## src/rtl/rib_dma.sv

```systemverilog
// Single-outstanding word-copy DMA on RIB: register slave port for programming,
// initiator port for read-then-write copies, level interrupt on completion.
module rib_dma #(
  parameter int unsigned LEN_W = 16
) (
  input  logic        clk,
  input  logic        rst,
  input  logic [31:0] s_addr_i,
  input  logic [31:0] s_data_i,
  input  logic [3:0]  s_sel_i,
  input  logic        s_we_i,
  input  logic        s_req_vld_i,
  output logic        s_req_rdy_o,
  output logic        s_rsp_vld_o,
  input  logic        s_rsp_rdy_i,
  output logic [31:0] s_data_o,
  output logic [31:0] m_addr_o,
  output logic [31:0] m_data_o,
  output logic [3:0]  m_sel_o,
  output logic        m_we_o,
  output logic        m_req_vld_o,
  input  logic        m_req_rdy_i,
  input  logic        m_rsp_vld_i,
  output logic        m_rsp_rdy_o,
  input  logic [31:0] m_data_i,
  output logic        int_o
);

  typedef enum logic [2:0] {IDLE, RD_REQ, RD_RSP, WR_REQ, WR_RSP} state_e;

  state_e           state_q, state_d;
  logic [31:0]      src_q, src_d, dst_q, dst_d;
  logic [31:0]      cur_src_q, cur_src_d, cur_dst_q, cur_dst_d;
  logic [31:0]      data_q, data_d, s_rdata_q, s_rdata_d;
  logic [LEN_W-1:0] len_q, len_d, cnt_q, cnt_d;
  logic             done_q, done_d, int_en_q, int_en_d, abort_q, abort_d;
  logic             s_rsp_vld_q, s_rsp_vld_d;

  logic       s_acc, s_wr, busy, ctrl_wr, start, abort_req, abort_now;
  logic [1:0] reg_sel;
  logic       unused_ok;

  assign unused_ok = ^{s_sel_i, s_addr_i[31:4], s_addr_i[1:0]};

  always_comb begin
    s_acc     = s_req_vld_i && !s_rsp_vld_q;
    s_wr      = s_acc && s_we_i;
    reg_sel   = s_addr_i[3:2];
    busy      = (state_q != IDLE);
    ctrl_wr   = s_wr && (reg_sel == 2'd0);
    start     = ctrl_wr && s_data_i[0] && !busy;
    abort_req = ctrl_wr && s_data_i[4] && busy;
    abort_now = abort_q || abort_req;

    state_d     = state_q;
    src_d       = src_q;
    dst_d       = dst_q;
    len_d       = len_q;
    cur_src_d   = cur_src_q;
    cur_dst_d   = cur_dst_q;
    cnt_d       = cnt_q;
    data_d      = data_q;
    done_d      = done_q;
    int_en_d    = int_en_q;
    abort_d     = abort_q || abort_req;
    s_rsp_vld_d = s_rsp_vld_q;
    s_rdata_d   = s_rdata_q;

    if (s_rsp_vld_q && s_rsp_rdy_i) s_rsp_vld_d = 1'b0;
    if (s_acc) begin
      s_rsp_vld_d = 1'b1;
      s_rdata_d   = '0;
      if (!s_we_i) begin
        case (reg_sel)
          2'd0:    s_rdata_d = {28'd0, int_en_q, done_q, busy, 1'b0};
          2'd1:    s_rdata_d = src_q;
          2'd2:    s_rdata_d = dst_q;
          default: s_rdata_d = 32'(len_q);
        endcase
      end
    end

    if (s_wr && !busy) begin
      case (reg_sel)
        2'd1:    src_d = {s_data_i[31:2], 2'b00};
        2'd2:    dst_d = {s_data_i[31:2], 2'b00};
        2'd3:    len_d = s_data_i[LEN_W-1:0];
        default: ;
      endcase
    end
    if (ctrl_wr) begin
      int_en_d = s_data_i[3];
      if (s_data_i[2]) done_d = 1'b0;
    end

    // FSM updates follow the CTRL write so a completion set overrides a W1C clear
    case (state_q)
      IDLE: begin
        if (start) begin
          if (len_q == '0) begin
            done_d = 1'b1;
          end else begin
            cur_src_d = src_q;
            cur_dst_d = dst_q;
            cnt_d     = len_q;
            state_d   = RD_REQ;
          end
        end
      end
      RD_REQ: if (m_req_rdy_i) state_d = RD_RSP;
      RD_RSP: begin
        if (m_rsp_vld_i) begin
          data_d  = m_data_i;
          state_d = abort_now ? IDLE : WR_REQ;
        end
      end
      WR_REQ: if (m_req_rdy_i) state_d = WR_RSP;
      WR_RSP: begin
        if (m_rsp_vld_i) begin
          cur_src_d = cur_src_q + 32'd4;
          cur_dst_d = cur_dst_q + 32'd4;
          cnt_d     = cnt_q - LEN_W'(1);
          if (cnt_q == LEN_W'(1)) begin
            done_d  = 1'b1;
            state_d = IDLE;
          end else begin
            state_d = abort_now ? IDLE : RD_REQ;
          end
        end
      end
      default: state_d = IDLE;
    endcase

    if (state_d == IDLE) abort_d = 1'b0;
  end

  always_ff @(posedge clk) begin
    if (rst) begin
      state_q     <= IDLE;
      src_q       <= '0;
      dst_q       <= '0;
      len_q       <= '0;
      cur_src_q   <= '0;
      cur_dst_q   <= '0;
      cnt_q       <= '0;
      data_q      <= '0;
      done_q      <= 1'b0;
      int_en_q    <= 1'b0;
      abort_q     <= 1'b0;
      s_rsp_vld_q <= 1'b0;
      s_rdata_q   <= '0;
    end else begin
      state_q     <= state_d;
      src_q       <= src_d;
      dst_q       <= dst_d;
      len_q       <= len_d;
      cur_src_q   <= cur_src_d;
      cur_dst_q   <= cur_dst_d;
      cnt_q       <= cnt_d;
      data_q      <= data_d;
      done_q      <= done_d;
      int_en_q    <= int_en_d;
      abort_q     <= abort_d;
      s_rsp_vld_q <= s_rsp_vld_d;
      s_rdata_q   <= s_rdata_d;
    end
  end

  always_comb begin
    m_req_vld_o = (state_q == RD_REQ) || (state_q == WR_REQ);
    m_we_o      = (state_q == WR_REQ);
    m_rsp_rdy_o = (state_q == RD_RSP) || (state_q == WR_RSP);
    m_addr_o    = '0;
    if (state_q == RD_REQ) m_addr_o = cur_src_q;
    if (state_q == WR_REQ) m_addr_o = cur_dst_q;
    m_data_o    = data_q;
    m_sel_o     = 4'hf;
    s_rsp_vld_o = s_rsp_vld_q;
    s_req_rdy_o = !s_rsp_vld_q;
    s_data_o    = s_rdata_q;
    int_o       = done_q && int_en_q;
  end

endmodule
```

## config.mk

```make
export PLATFORM = sky130hd
export DESIGN_NAME = rib_dma
export DESIGN_NICKNAME = d
export VERILOG_FILES = /design/src/rtl/rib_dma.sv
export SDC_FILE = /design/constraint.sdc
export NUM_CORES = 1
export LEC_CHECK = 0
export CORE_AREA = 3 3 154 156
export DETAILED_ROUTE_END_ITERATION = 8
export DIE_AREA = 0 0 157 159
export GPL_TIMING_DRIVEN = 0
export PLACE_DENSITY = 0.76
export SYNTH_ARGS = -nofsm -noshare
export SYNTH_HDL_FRONTEND = slang
export SYNTH_SLANG_ARGS = --single-unit
export TNS_END_PERCENT = 30
```

## constraint.sdc

```tcl
create_clock -name clk -period 2.4 [get_ports clk]
set_input_delay 0.72 -clock clk [delete_from_list [all_inputs] [get_ports clk]]
set_output_delay 0.72 -clock clk [all_outputs]
set_load 0.01 [all_outputs]
```

# Word-level counts from Yosys, hierarchy flattened
# Index checks and enable logic that the tools add are counted.
# Widths: inputs -> output; s select.
[word_totals] reg_bits=227 inputBits=107 out_inout_bits=106
[classes] add_sub_neg=3 eq_ne=11 muxes=35 reduce_logical=28
[op_table] cell="$mux 32" count=9
[op_table] cell="$pmux 32 s2" count=2
[op_table] cell="$pmux 32 s3" count=1
[op_table] cell="$add 32x3->32 const B" count=2
[op_table] cell="$mux 16" count=3
[op_table] cell="$pmux 16 s2" count=1
[op_table] cell="$mux 3" count=6
[op_table] cell="$eq 16x1->1 const B" count=1
[op_table] cell="$logic_not 16->1" count=1
[op_table] cell="$sub 16x1->16 const B" count=1
[op_table] cell="$pmux 3 s5" count=1
[op_table] cell="$logic_and 1x1->1" count=10
[op_table] cell="$mux 1" count=10
[op_table] cell="$reduce_and 2->1" count=4
[op_table] cell="$eq 3x2->1 const B" count=2
[op_table] cell="$logic_not 3->1" count=2
[op_table] cell="$ne 2x2->1 const B" count=3
[op_table] cell="$eq 2x2->1 const B" count=2
[op_table] cell="$reduce_and 4->1" count=1
[op_table] cell="$reduce_bool 2->1" count=2
[op_table] cell="$eq 3x1->1 const B" count=1
[op_table] cell="$eq 3x3->1 const B" count=1
[op_table] cell="$logic_or 1x1->1" count=3
[op_table] cell="$reduce_bool 3->1" count=1
[op_table] cell="other kinds (6)" count=7

# Logic depth before layout (Yosys ltp)
[depth] ltp_word=13 depth_mapped=9 mapped_depth_nobuf=7

# Worst setup path before layout
# Ideal clock, no wire load.
[synth_timing] path_type="input-to-reg" start="input s_addr_i[3]" end="register cur_dst_q[29]" setup_ns=0.117 arrival_time_ns=2.084 required_ns=2.283 path_slack_ns=0.198 path_stages=7 n_path_buf=2 cell_sequence="nor4b_2 nand4_1 o21a_1 buf_6 buf_6 a21o_1 a32o_1"
[synth_via] elab_chain_len=6
[synth_lines] element="start: declaration" line_no="8" source="input logic [31:0] s_addr_i,"
[synth_lines] element="$logic_not 2->1" line_no="50" source="ctrl_wr = s_wr && (reg_sel == 2'd0);"
[synth_lines] element="$logic_and 1x1->1" line_no="50"
[synth_lines] element="$logic_and 1x1->1 (2 in a row)" line_no="51" source="start = ctrl_wr && s_data_i[0] && !busy;"
[synth_lines] element="$ne 2x2->1 (no source line)"
[synth_lines] element="$reduce_and 4->1 (no source line)"
[synth_lines] element="end signal: assignment" line_no="158" source="cur_dst_q <= cur_dst_d;"
[synth_lines] element="end: declaration" line_no="33" source="logic [31:0] cur_src_q, cur_src_d, cur_dst_q, cur_dst_d;"
# Every way passes these cells.
# A chain may end at the register's enable or synchronous reset.

# Worst setup path after layout
[layout_timing] start="register state_q[1]" end="output m_addr_o[13]"
[layout_via] elab_chain_len=3 elab_cells_between_ends=4 cone_classes="eq/ne: 2; mux: 2"
[layout_lines] element="start: declaration" line_no="31" source="state_e state_q, state_d;"
[layout_lines] element="start signal: assignment" line_no="153" source="state_q <= state_d;"
[layout_lines] element="$eq 3x1->1" line_no="174" source="if (state_q == RD_REQ) m_addr_o = cur_src_q;"
[layout_lines] element="$mux 32" line_no="174"
[layout_lines] element="$mux 32 *" line_no="175" source="if (state_q == WR_REQ) m_addr_o = cur_dst_q;"
[layout_lines] element="end: declaration" line_no="17" source="output logic [31:0] m_addr_o,"
# Mark *: on every way between the ends. The rest lies on a longest branch, timed or not.

==> reports/qor.csv <==
metric;value;unit
track_usage;0.3602;
drc_errors;0;
power_density;578.7;mW/mm2
cp-start-kind;flop;
timing.rr.end;cur_dst_q[24];
cts-root-buf;clkbuf_16;
cts.sinks;223;
wl_per_cell;24.22;um
min_path_cells;2;
routed_wl;47.22;mm
worstHoldStart;m_data_o[16];
hpwl;34.06;mm
maxSlewHeadroom;0.3491;
worstPathArrival;1750;ps
ys.flop_type;dfxtp_1;
ff2ff_setup_slack;30;ps
hp-class;flop to flop;
start_util;0.4954;
place_ws;-990.5;ps
reg2reg_from;state_q[2];
grt.met3_usage;0.07285;
slew_viol_final;0;
netlist_instances;1426;
post-synth-top-count-cell;nand2_1;
clock_path_buffers;3;
grt_antenna_before_repair;0;
insertion_delay;530;ps
core-area;0.02250;mm2
finalPower;8.419;mW
diodes;0;
synth_cell_type_count;73;
die_w;157;um
use_met2;0.5576;
grt_pass1_wl;69.85;mm
leakage;4.826;nW
ant_nets;0;
via_count;12460;
setup_viol;12;
post-route-period-util;1.027;
drive_gt1_frac;0.1297;
max_freq;405.6;MHz
worstMarginPinSlew;976.4;ps
ys_warn_count;0;
finalClockSkew;7.787;ps
fin_nets;1758;
ys_seq_area_frac;0.4005;
whs_endpoint;m_data_o[16];
grt.busiest_layer;met2;
status;finished, violations left;
async_flop_share;0;
fin_ws;-65.43;ps
synth_largest_area_cell;dfxtp_1;
clk_pin_slew_worst_paths;60;ps
htreeDepth;1;
core.rowCount;55;
die-height;159;um
place.port_buffers;170;
use_met1;0.4688;
end_kind;output pin;
die_area;0.02496;mm2
crit_fanout;8;
ys_top_cells_by_area;dfxtp_1 40%, nand2_1 9.7%, a21oi_1 7.7%;
required;1680;ps
gp_congestion;1.037;
max_cap_violations;0;
postCtsHoldBufs;0;
io_pins;213;
whs;453.6;ps
grt_pass1_vias;11740;
firstDrtPassIters;6;
area_growth_syn_to_layout;30.51;%
r2r_cells;5;
timing.setup.tns;-426.4;ps
min_period;2465;ps
vias_per_cell;6.388;
crit_type;flop to output pin;
hold_violations;0;
rsz0062_at_grt;yes;
ir_worst_vdd;0.6712;mV
grt_start_max_net_pins;14;
cts_made_buffers;25;
cts_tree;yes;
fin_util;0.6465;
synth.avg_cell_area;7.817;um2
overflow;0;
synth_top_area_share;0.4005;
ys_top_cells_by_count;289 x nand2_1, 223 x dfxtp_1, 171 x a21oi_1, 118 x nor2_1, 87 x clkbuf_1;
syn_area;0.01115;mm2
violations;setup timing;
ys_seq_elements;223;
drt_iter0_markers;1463;
synth_edf_count;0;
[layout by cell type, fill, tap and decap left out, types with 6 or more instances in the layout]
master           synthesis  layout
clkdlybuf4s50_1          0     133
mux2i_1                 48      35
and4_1                  11      11
a211oi_1                 8       8
a22oi_1                 33      33
buf_2                   16      40
nand4_1                 31      31
clkbuf_16                0      25
mux2_2                  12      12
inv_1                   15      15
clkbuf_1                87      65
a32o_1                  14      14
o21ai_0                 49      49
a21o_1                  13      13
o32ai_1                 11      11
buf_6                    4       8
nor2b_1                  8       8
dfxtp_1                223     221
clkbuf_2                 2      22
nor3_1                  25      24
o31ai_1                 18      17
and3_1                   8       8
mux2i_2                  0       9
buf_4                    7      25
a21oi_1                171     171
conb_1                   2       6
a31oi_1                 12      12
nand3_1                 33      31
a22o_1                  32      32
nor2_1                 118     116
o211ai_1                 9       9
nand2_1                289     288
nor4_1                  17      15
clkbuf_8                 0       8
[critical path, cell delays in order (launching register included)]
cell	delay (ps)
dfxtp_4	350
buf_8	130
buf_12	130
buf_12	140
mux2i_4	260
nor2_1	60
buf_2	140
[kinds of logic after synthesis]
family	Yosys count	share of synthesized area
AO/OA/AOI/OAI	411	0.2383
adder cells (fa/ha/maj)	4	0.004490
buffers and inverters	140	0.05421
flip-flops	223	0.4005
multiplexers	62	0.05927
other	2	0.0006737
AND/OR/NAND/NOR	584	0.2426
[layer usage]
layer  vias up  share of wire
met5         -              0
met4         0          0.067
met3       194           0.11
met2       859           0.44
met1      5841           0.38
li1       5563              -
[how the worst max path moves through the flow]
stage / startpoint / to / slack [ps]
floorplan: s_addr_i[3] / cur_dst_q[29] / 200
finish: state_q[1] / m_addr_o[13] / -70
global route: state_q[1] / m_addr_o[14] / -100
CTS: state_q[1] / m_addr_o[15] / -100
detailed placement: s_req_vld_i / cnt_q[9] / -990
global placement: s_req_vld_i / cnt_q[9] / -990
[sequential cells by signal (all words and copies together) (netlist names), 3 cells and up]
signal / flops
cur_dst_q: 30
cur_src_q: 30
src_q: 30
s_data_o: 32
dst_q: 30
len_q: 16
state_q: 3
cnt_q: 16
m_data_o: 32
[power by group]
group	switching, mW	total, mW	internal [mW]
clock	1.60	4.12	2.52
combinational	0.320	0.527	0.207
sequential	0.0394	3.77	3.73
total	1.96	8.42	6.46
[stage by stage]
step | cells | area (um2)
6_report | 1950 | 14550
5_1_grt | 1950 | 14550
4_1_cts | 1947 | 14420
3_5_place_dp | 1885 | 13220
3_3_place_gp | 1885 | 13220
2_1_floorplan | 1430 | 11160
[cell type report]
cell class | count | area [um2]
plain buffers | 124 | 690.7
flip-flops and latches | 223 | 4469
fillers | 1998 | 7955
multi-input cells | 1067 | 6282
clock buffers | 34 | 719.4
clock inverters | 11 | 161.4
well taps | 285 | 356.6
inverters | 15 | 56.30
repair buffers | 191 | 1812
[timing repair]
| action | CTS | global route |
|---|---|---|
| pin swaps | 5 | 5 |
| buffers inserted | 16 | 3 |
| setup endpoints to repair | 191 | 172 |
| gates resized for setup | 189 | 60 |
| gates cloned | 2 | 0 |
No activity file was read; power rests on OpenSTA's default activity.
